File: src/rtl/ballot_session_ctrl.sv
// ballot_session_ctrl
//   Runs one-voter-one-vote sessions in front of the tally datapath. The
//   officer arms a ballot, the controller accepts a single clean candidate
//   press, issues it as a one-cycle one-hot increment strobe, then holds a
//   post-vote lockout. Also voids idle ballots on timeout and closes the poll.
//
//   state   | meaning
//   --------+------------------------------------------------------------
//   IDLE    | no ballot issued, waiting for i_ballot_en
//   ARMED   | ballot issued, waiting for a single clean press or timeout
//   COMMIT  | one cycle: strobe the captured vote, bump the total
//   LOCKOUT | post-vote hold; exits once minimum time passed and buttons free
//   CLOSED  | poll closed, terminal until rst
//
// Ports
//   clk, rst        clock, synchronous active-high reset
//   i_ballot_en     officer issues a ballot (looked at in IDLE only)
//   i_candidate     raw button levels, bit k = candidate k+1
//   i_voting_over   poll close request, latched sticky
//   o_ready         ballot armed
//   o_vote_valid    one-cycle vote strobe, o_vote_sel one-hot candidate
//   o_busy          commit/lockout in progress
//   o_timeout       one-cycle strobe: armed ballot voided
//   o_closed        poll closed
//   o_total         accepted vote count
//
// All outputs are registered from the state the FSM was in at the edge, so
// they trail the state by one cycle (ready one cycle after arming, vote strobe
// one cycle after the press is taken).

module ballot_session_ctrl #(
    parameter int N_CAND      = 3,
    parameter int CNT_W       = 6,
    parameter int LOCK_CYCLES = 4,
    parameter int TIMEOUT_CYC = 32
) (
    input  logic              clk,
    input  logic              rst,
    input  logic              i_ballot_en,
    input  logic [N_CAND-1:0] i_candidate,
    input  logic              i_voting_over,
    output logic              o_ready,
    output logic              o_vote_valid,
    output logic [N_CAND-1:0] o_vote_sel,
    output logic              o_busy,
    output logic              o_timeout,
    output logic              o_closed,
    output logic [CNT_W-1:0]  o_total
);

    localparam int TMR_MAX = (TIMEOUT_CYC > LOCK_CYCLES) ? TIMEOUT_CYC : LOCK_CYCLES;
    localparam int TMR_W   = $clog2(TMR_MAX + 1);
    localparam logic [TMR_W-1:0] TO_LAST   = TMR_W'(TIMEOUT_CYC - 1);
    localparam logic [TMR_W-1:0] LK_LAST   = TMR_W'(LOCK_CYCLES - 1);
    localparam logic [CNT_W-1:0] TOTAL_MAX = '1;

    typedef enum logic [2:0] {
        S_IDLE    = 3'd0,
        S_ARMED   = 3'd1,
        S_COMMIT  = 3'd2,
        S_LOCKOUT = 3'd3,
        S_CLOSED  = 3'd4
    } state_t;

    state_t            state_q;
    logic [N_CAND-1:0] cand_q;
    logic [N_CAND-1:0] sel_q;
    logic [TMR_W-1:0]  timer_q;
    logic              close_q;

    logic [N_CAND-1:0] press;
    logic              press_ok;
    logic              close_req;

    // Rising edges only; a press counts only if it is the sole button down,
    // which rejects simultaneous presses and presses while another is held.
    assign press     = i_candidate & ~cand_q;
    assign press_ok  = $onehot(press) && (i_candidate == press);
    assign close_req = i_voting_over | close_q;

    always_ff @(posedge clk) begin
        if (rst) begin
            state_q      <= S_IDLE;
            cand_q       <= '0;
            sel_q        <= '0;
            timer_q      <= '0;
            close_q      <= 1'b0;
            o_ready      <= 1'b0;
            o_vote_valid <= 1'b0;
            o_vote_sel   <= '0;
            o_busy       <= 1'b0;
            o_timeout    <= 1'b0;
            o_closed     <= 1'b0;
            o_total      <= '0;
        end else begin
            cand_q       <= i_candidate;
            close_q      <= close_q | i_voting_over;
            o_ready      <= (state_q == S_ARMED);
            o_busy       <= (state_q == S_COMMIT) || (state_q == S_LOCKOUT);
            o_closed     <= (state_q == S_CLOSED);
            o_vote_valid <= 1'b0;
            o_vote_sel   <= '0;
            o_timeout    <= 1'b0;

            case (state_q)
                S_IDLE: begin
                    if (close_req) begin
                        state_q <= S_CLOSED;
                    end else if (i_ballot_en && (o_total != TOTAL_MAX)) begin
                        // saturated total refuses new ballots, so no wrap
                        state_q <= S_ARMED;
                        timer_q <= '0;
                    end
                end
                S_ARMED: begin
                    if (close_req) begin
                        state_q <= S_CLOSED;
                    end else if (press_ok) begin
                        state_q <= S_COMMIT;
                        sel_q   <= press;
                    end else if (timer_q == TO_LAST) begin
                        state_q   <= S_IDLE;
                        o_timeout <= 1'b1;
                    end else begin
                        timer_q <= timer_q + 1'b1;
                    end
                end
                S_COMMIT: begin
                    // a close request arriving now does not cancel the vote
                    o_vote_valid <= 1'b1;
                    o_vote_sel   <= sel_q;
                    o_total      <= o_total + 1'b1;
                    state_q      <= S_LOCKOUT;
                    timer_q      <= '0;
                end
                S_LOCKOUT: begin
                    if ((timer_q >= LK_LAST) && (i_candidate == '0)) begin
                        state_q <= close_req ? S_CLOSED : S_IDLE;
                    end else if (timer_q != LK_LAST) begin
                        timer_q <= timer_q + 1'b1;
                    end
                end
                S_CLOSED: begin
                end
                default: begin
                    state_q <= S_IDLE;
                end
            endcase
        end
    end

endmodule
File: config.mk
export PLATFORM = sky130hd
export DESIGN_NAME = ballot_session_ctrl
export DESIGN_NICKNAME = d
export VERILOG_FILES = /design/src/rtl/ballot_session_ctrl.sv
export SDC_FILE = /design/constraint.sdc
export NUM_CORES = 1
export LEC_CHECK = 0
export CAP_MARGIN = 20
export CORE_MARGIN = 2
export CORE_UTILIZATION = 30
export DETAILED_ROUTE_END_ITERATION = 8
export PLACE_DENSITY_LB_ADDON = 0.25
export SLEW_MARGIN = 20
export SYNTH_ARGS = -nofsm -noshare
export SYNTH_HDL_FRONTEND = slang
export SYNTH_SLANG_ARGS = --single-unit
File: constraint.sdc
create_clock -name clk -period 5.3 [get_ports clk]
set_input_delay 0.795 -clock clk [delete_from_list [all_inputs] [get_ports clk]]
set_output_delay 0.795 -clock clk [all_outputs]
set_load 0.02 [all_outputs]
Yosys cells after proc, flatten, opt, wreduce, memory -nomap -nowiden. Cells that the tools add are included.

Bits in registers: 30. Bits of input ports: 7. Output and inout port bits: 14.

Add/sub/neg operators: 4. Order comparisons: 1. Equality and inequality tests: 19. Muxes and demuxes: 18. Bitwise gates (word level): 7. Reduce and logical (&&, ||, !) cells: 12.

Operators with widths (count): $mux 6 (7); $pmux 6 s4 (1); $mux 3 (7); $pmux 3 s5 (1); $add 6x1->6 const B (2); $ne 2x2->1 const B (6); $reduce_and 8->1 (1); $eq 3x2->1 const B (2); $eq 6x5->1 const B (1); $ge 6x2->1 const B (1); $logic_not 3->1 (2); $ne 6x2->1 const B (1); $ne 6x6->1 const B (1); $ne 2x1->1 const B (2); $ne 4x3->1 const B (1); $not 1->1 (4); $reduce_and 4->1 (1); $reduce_bool 4->1 (1); $reduce_or 4->1 (1); $and 3x3->3 (1); $eq 3x1->1 const B (1); $eq 3x3->1 (1); $eq 3x3->1 const B (1); $logic_and 1x1->1 (3); other kinds (10) (11).

Logic depth before layout (Yosys ltp).
Depth in word-level cells: 9. Gate-level depth with buffers: 6. Mapped depth without buffers: 6.

Worst setup path after synthesis. No wires, ideal clock.

Path type: input to register. Start: input port i_candidate[0]. End: register timer_q[5]. Library setup time: 0.092 ns. Arrival: 2.554 ns. Data required time: 5.208 ns. Path slack: 2.654 ns. Stages: 6. Cells stage by stage: nand2b_1 fa_1 and4b_1 o211a_1 or4_4 o32ai_1.

Word-level cells in the longest chain between the ends: 7. Elaborated cells on any way between the ends: 11. Those cells by class: add/sub (2); eq/ne (4); bitwise (1); reduce/logical (4).

Ends and longest elaborated chain: start: declaration (RTL line 40) `input logic [N_CAND-1:0] i_candidate,`; $and 3x3->3 (RTL line 77) `assign press = i_candidate & ~cand_q;`; $add 1x1->2 (implied by the code) (RTL line 78) `assign press_ok = $onehot(press) && (i_candidate == press);`; $add 2x1->2 (implied by the code) (RTL line 78); $eq 2x1->1 (RTL line 78); $logic_and 1x1->1 (RTL line 78); $ne 2x2->1 (no line); $reduce_and 8->1 (no line) *; end signal: assignment (RTL line 125) `timer_q <= timer_q + 1'b1;`; end signal: assignment (RTL line 140) `timer_q <= timer_q + 1'b1;`; end: declaration (RTL line 68) `logic [TMR_W-1:0] timer_q;`.

Mark *: on every way between the ends. The rest lies on a longest branch, timed or not. A chain may end at the register's enable or synchronous reset.

Worst setup path in the final report.
Start: input port i_candidate[0]. End: register timer_q[3].

Same word-level chain as after synthesis.

==> metrics.md <==
| Metric | Value |
|---|---|
| Outcome | `complete, no violations` |
| Crit path required time | `roughly 5.5 ns` |
| Comb pwr share | `between 6 and 7%` |
| Count of final setup violators | `0` |
| Synth Register Bits | `30` |
| Count of pins over their slew limit | `0` |
| Grt met3 use | `5.19%` |
| Count of cell types in the netlist | `37` |
| Fin util | `between 30% and 40%` |
| Reg2Reg Setup Slack | `2.77 ns` |
| Kind of critical path | `input pin to register` |
| Crit. End Element | `register` |
| P&R area growth vs syn | `25.5%` |
| Clock Skews | `about 0.001 ns` |
| Final Wtd Congestion | `0.818` |
| Net Sw Frac | `between 20% and 30%` |
| Hold_buf cts | `0` |
| Sequential share of power | `around half` |
| Sw power | `between 0.1 and 0.15 mW` |
| H-tree depth | `2` |
| Reg2Reg Depth | `5` |
| Slowest-stage cell, CP | `fa_1` |
| Hold WC Path Type | `register to register` |
| Fraction of layout cells with a size suffix above 1 | `under 10%` |
| Nets | `177` |
| Vias in the first global route | `1042` |
| Worst setup SP type | `input pin` |
| Pre-CTS WS | `1.97 ns` |
| M2 GR Usage | `a little under a fifth` |
| Ant diodes | `0` |
| Vias/cell | `5.02` |
| Total gr overflow | `0` |
| Setup TNS | `0 ns` |
| Pint | `0.348 mW` |
| Post-cts sizing count | `0` |
| Slew margin rel. | `a little over a third` |
| Max-Cap Viols | `0` |
| P per Cell Area | `273 nW/um^2` |
| Largest net degree at the start of global routing | `29` |
| Final WS setup | `approximately 2.2 ns` |
| Ys Warns | `0` |
| Die Y | `slightly above 70 um` |
| IO buf count | `20` |
| Max Root-Sink Buffers | `2` |
| First-pass GRT wire length | `~4600 um` |
| Fin crit share | `58.2%` |
| Synthesized cell area | `approximately 1300 sq um` |
| Final Hold Fails | `0` |
| Initial antenna violation count | `0` |
| Syn nets | `around 160` |
| Clock share of power | `a little over two fifths` |
| Busiest layer in global routing | `met2` |
| Synth top area cells | `dfxtp_1, nor2_1, nand2b_1` |
| DR vias | `1100` |
| Hold Path Stages | `1` |
| Post-CTS Repair Setup Buffers | `0` |
| Max incr delay on CP | `0.55 ns` |
| Critical path cell sequence | `clkdlybuf4s50_1, nand2b_1, fa_1, and4b_1, o211a_1, or4_4, o32ai_1` |
| Boundary Pins | `21` |
| Antenna-violating nets left | `0` |
| Leakage power | `around 0.60 nW` |
| Clock slew at reported path FFs | `around 0.060 ns` |
| Routing usage on met1 | `14.3%` |
| Sequential fraction of the synthesis area | `around 45%` |
| CTS tree | `built` |
| Max Fanout on Critical Path | `6` |
| Count of TritonRoute iterations in the first routing pass | `4` |
| Synth area leader | `dfxtp_1` |
| Avg WL per Cell | `approximately 12 um` |
| CTS Sinks | `30` |
| Drt total wl | `between 2000 and 3000 um` |
| Skew-Pair Late Insertion Delay | `0.28 ns` |
| CTS Buf Count | `5` |
| Detailed Route Iter0 Violations | `37` |
| Minimum clock period | `~3.1 ns` |
| Top cell type's share of synthesized area | `45.3%` |
| DIE AREA | `slightly below 5000 sq um` |
| Hold_ws | `about 0.46 ns` |
| RSZ-0062 raised after global routing | `no` |
| Total GRT Usage | `about an eighth` |
| Syn Area/Cell | `between 9 and 10 sq um` |
| DR DRC count | `0` |
| Die width | `slightly above 70 um` |
| Root buffer cell | `clkbuf_8` |
| DP HPWL | `roughly 1900 um` |
| Worst-Margin Slew | `~0.96 ns` |
| Mapped Cells | `145` |
| Critical path data arrival time | `roughly 3.3 ns` |
| Initial core utilization | `roughly 30%` |
| Peak supply drop | `0.0726 mV` |
| Max frequency | `around 320 MHz` |
| Row Count | `24` |
| Core Region | `4290 sq um` |
## cells in the mapped netlist
library cell / number
nand2_1: 7
nor4b_1: 1
xnor2_1: 1
nor3_1: 5
nor3b_1: 1
nor2b_1: 4
ha_1: 3
or4_4: 3
nand4_1: 3
a31oi_1: 2
a22oi_1: 1
o211a_1: 1
a2111oi_0: 2
nor2_1: 17
dfxtp_1: 30
nand3_1: 6
mux2i_1: 2
o2111a_1: 1
clkbuf_1: 6
a21oi_1: 4
or2_2: 1
o32ai_1: 4
or3_1: 2
fa_1: 1
and4b_1: 1
nor4_1: 4
mux2_2: 3
a211oi_1: 1
inv_1: 6
o22ai_1: 1
xor2_1: 3
nand2b_1: 9
and2_1: 4
and3_1: 2
o21ai_0: 1
o21a_1: 1
o31ai_1: 1
## worst paths after layout
kind                                startpoint       endpoint
worst max-delay path            i_candidate[0]     timer_q[3]
worst min register to register        sel_q[2]  o_vote_sel[2]
worst min-delay path                  sel_q[2]  o_vote_sel[2]
worst max register to register      timer_q[2]     timer_q[3]
## worst max-delay path, delay by kind of cell
kind | cells | cell delay, ns
simple gates | 3 | 0.82
fa+ha+maj | 1 | 0.55
compound gates | 2 | 0.58
buf+inv | 1 | 0.52
## flip-flops by register name (all words and copies together) (netlist names)
register and count:
o_vote_valid 1, o_vote_sel 3, timer_q 6, o_timeout 1, o_total 6, close_q 1, o_ready 1, cand_q 3
o_busy 1, state_q 3, o_closed 1, sel_q 3
## metrics by stage
step           cells  total power [mW]  area (sq um)
2_1_floorplan    145             0.256          1330
3_3_place_gp     211             0.267          1570
3_5_place_dp     211             0.267          1570
4_1_cts          219             0.462          1660
5_1_grt          219             0.475          1660
6_report         219             0.455          1660
## area by class of cell
| type | count | area [sq um] |
|---|---|---|
| Sequential cell | 30 | 601 |
| Clock buffer | 6 | 82.6 |
| Multi-Input combinational cell | 103 | 681 |
| Tap cell | 52 | 65.1 |
| Fill cell | 431 | 2630 |
| Inverter | 6 | 22.5 |
| Timing Repair Buffer | 20 | 200 |
| Clock inverter | 2 | 12.5 |
## logic make-up (layout without fill, tap and decap cells)
| logic type | after synthesis | in the layout | synth area share [%] |
|---|---|---|---|
| adder cells (fa/ha/maj) | 4 | 4 | 4.34 |
| AO/OA/AOI/OAI | 20 | 20 | 11.1 |
| multiplexers | 5 | 5 | 4.06 |
| flip-flops | 30 | 30 | 45.3 |
| buffers and inverters | 12 | 34 | 3.40 |
| AND/OR/NAND/NOR | 70 | 70 | 29.2 |
| XOR/XNOR | 4 | 4 | 2.64 |
## layout by cell type, fill, tap and decap left out, types with 2 or more instances in the layout
cell type,netlist,layout
clkbuf_8,0,6
nor2b_1,4,4
nor2_1,17,17
inv_1,6,6
a21oi_1,4,4
a2111oi_0,2,2
o32ai_1,4,4
nor3_1,5,5
or3_1,2,2
nand4_1,3,3
clkdlybuf4s50_1,0,20
and2_1,4,4
and3_1,2,2
mux2_2,3,3
nor4_1,4,4
nand2b_1,9,9
dfxtp_1,30,30
mux2i_1,2,2
xor2_1,3,3
a31oi_1,2,2
nand3_1,6,6
ha_1,3,3
nand2_1,7,7
or4_4,3,3
## metal layers
metal  share of wire [%]  vias up
met5                   0        -
met4                 2.0        0
met3                 4.7        6
met2                  46       18
met1                  48      517
li1                    -      559
## power groups by stage
stage          Sequential (mW)  Clock, mW  Combinational (mW)
2_1_floorplan            0.236          0              0.0206
6_report                 0.232      0.192              0.0304
3_3_place_gp             0.237          0              0.0298
5_1_grt                  0.233      0.208              0.0335
4_1_cts                  0.232      0.199              0.0303
3_5_place_dp             0.237          0              0.0299
(Power assumes the default switching activity.)
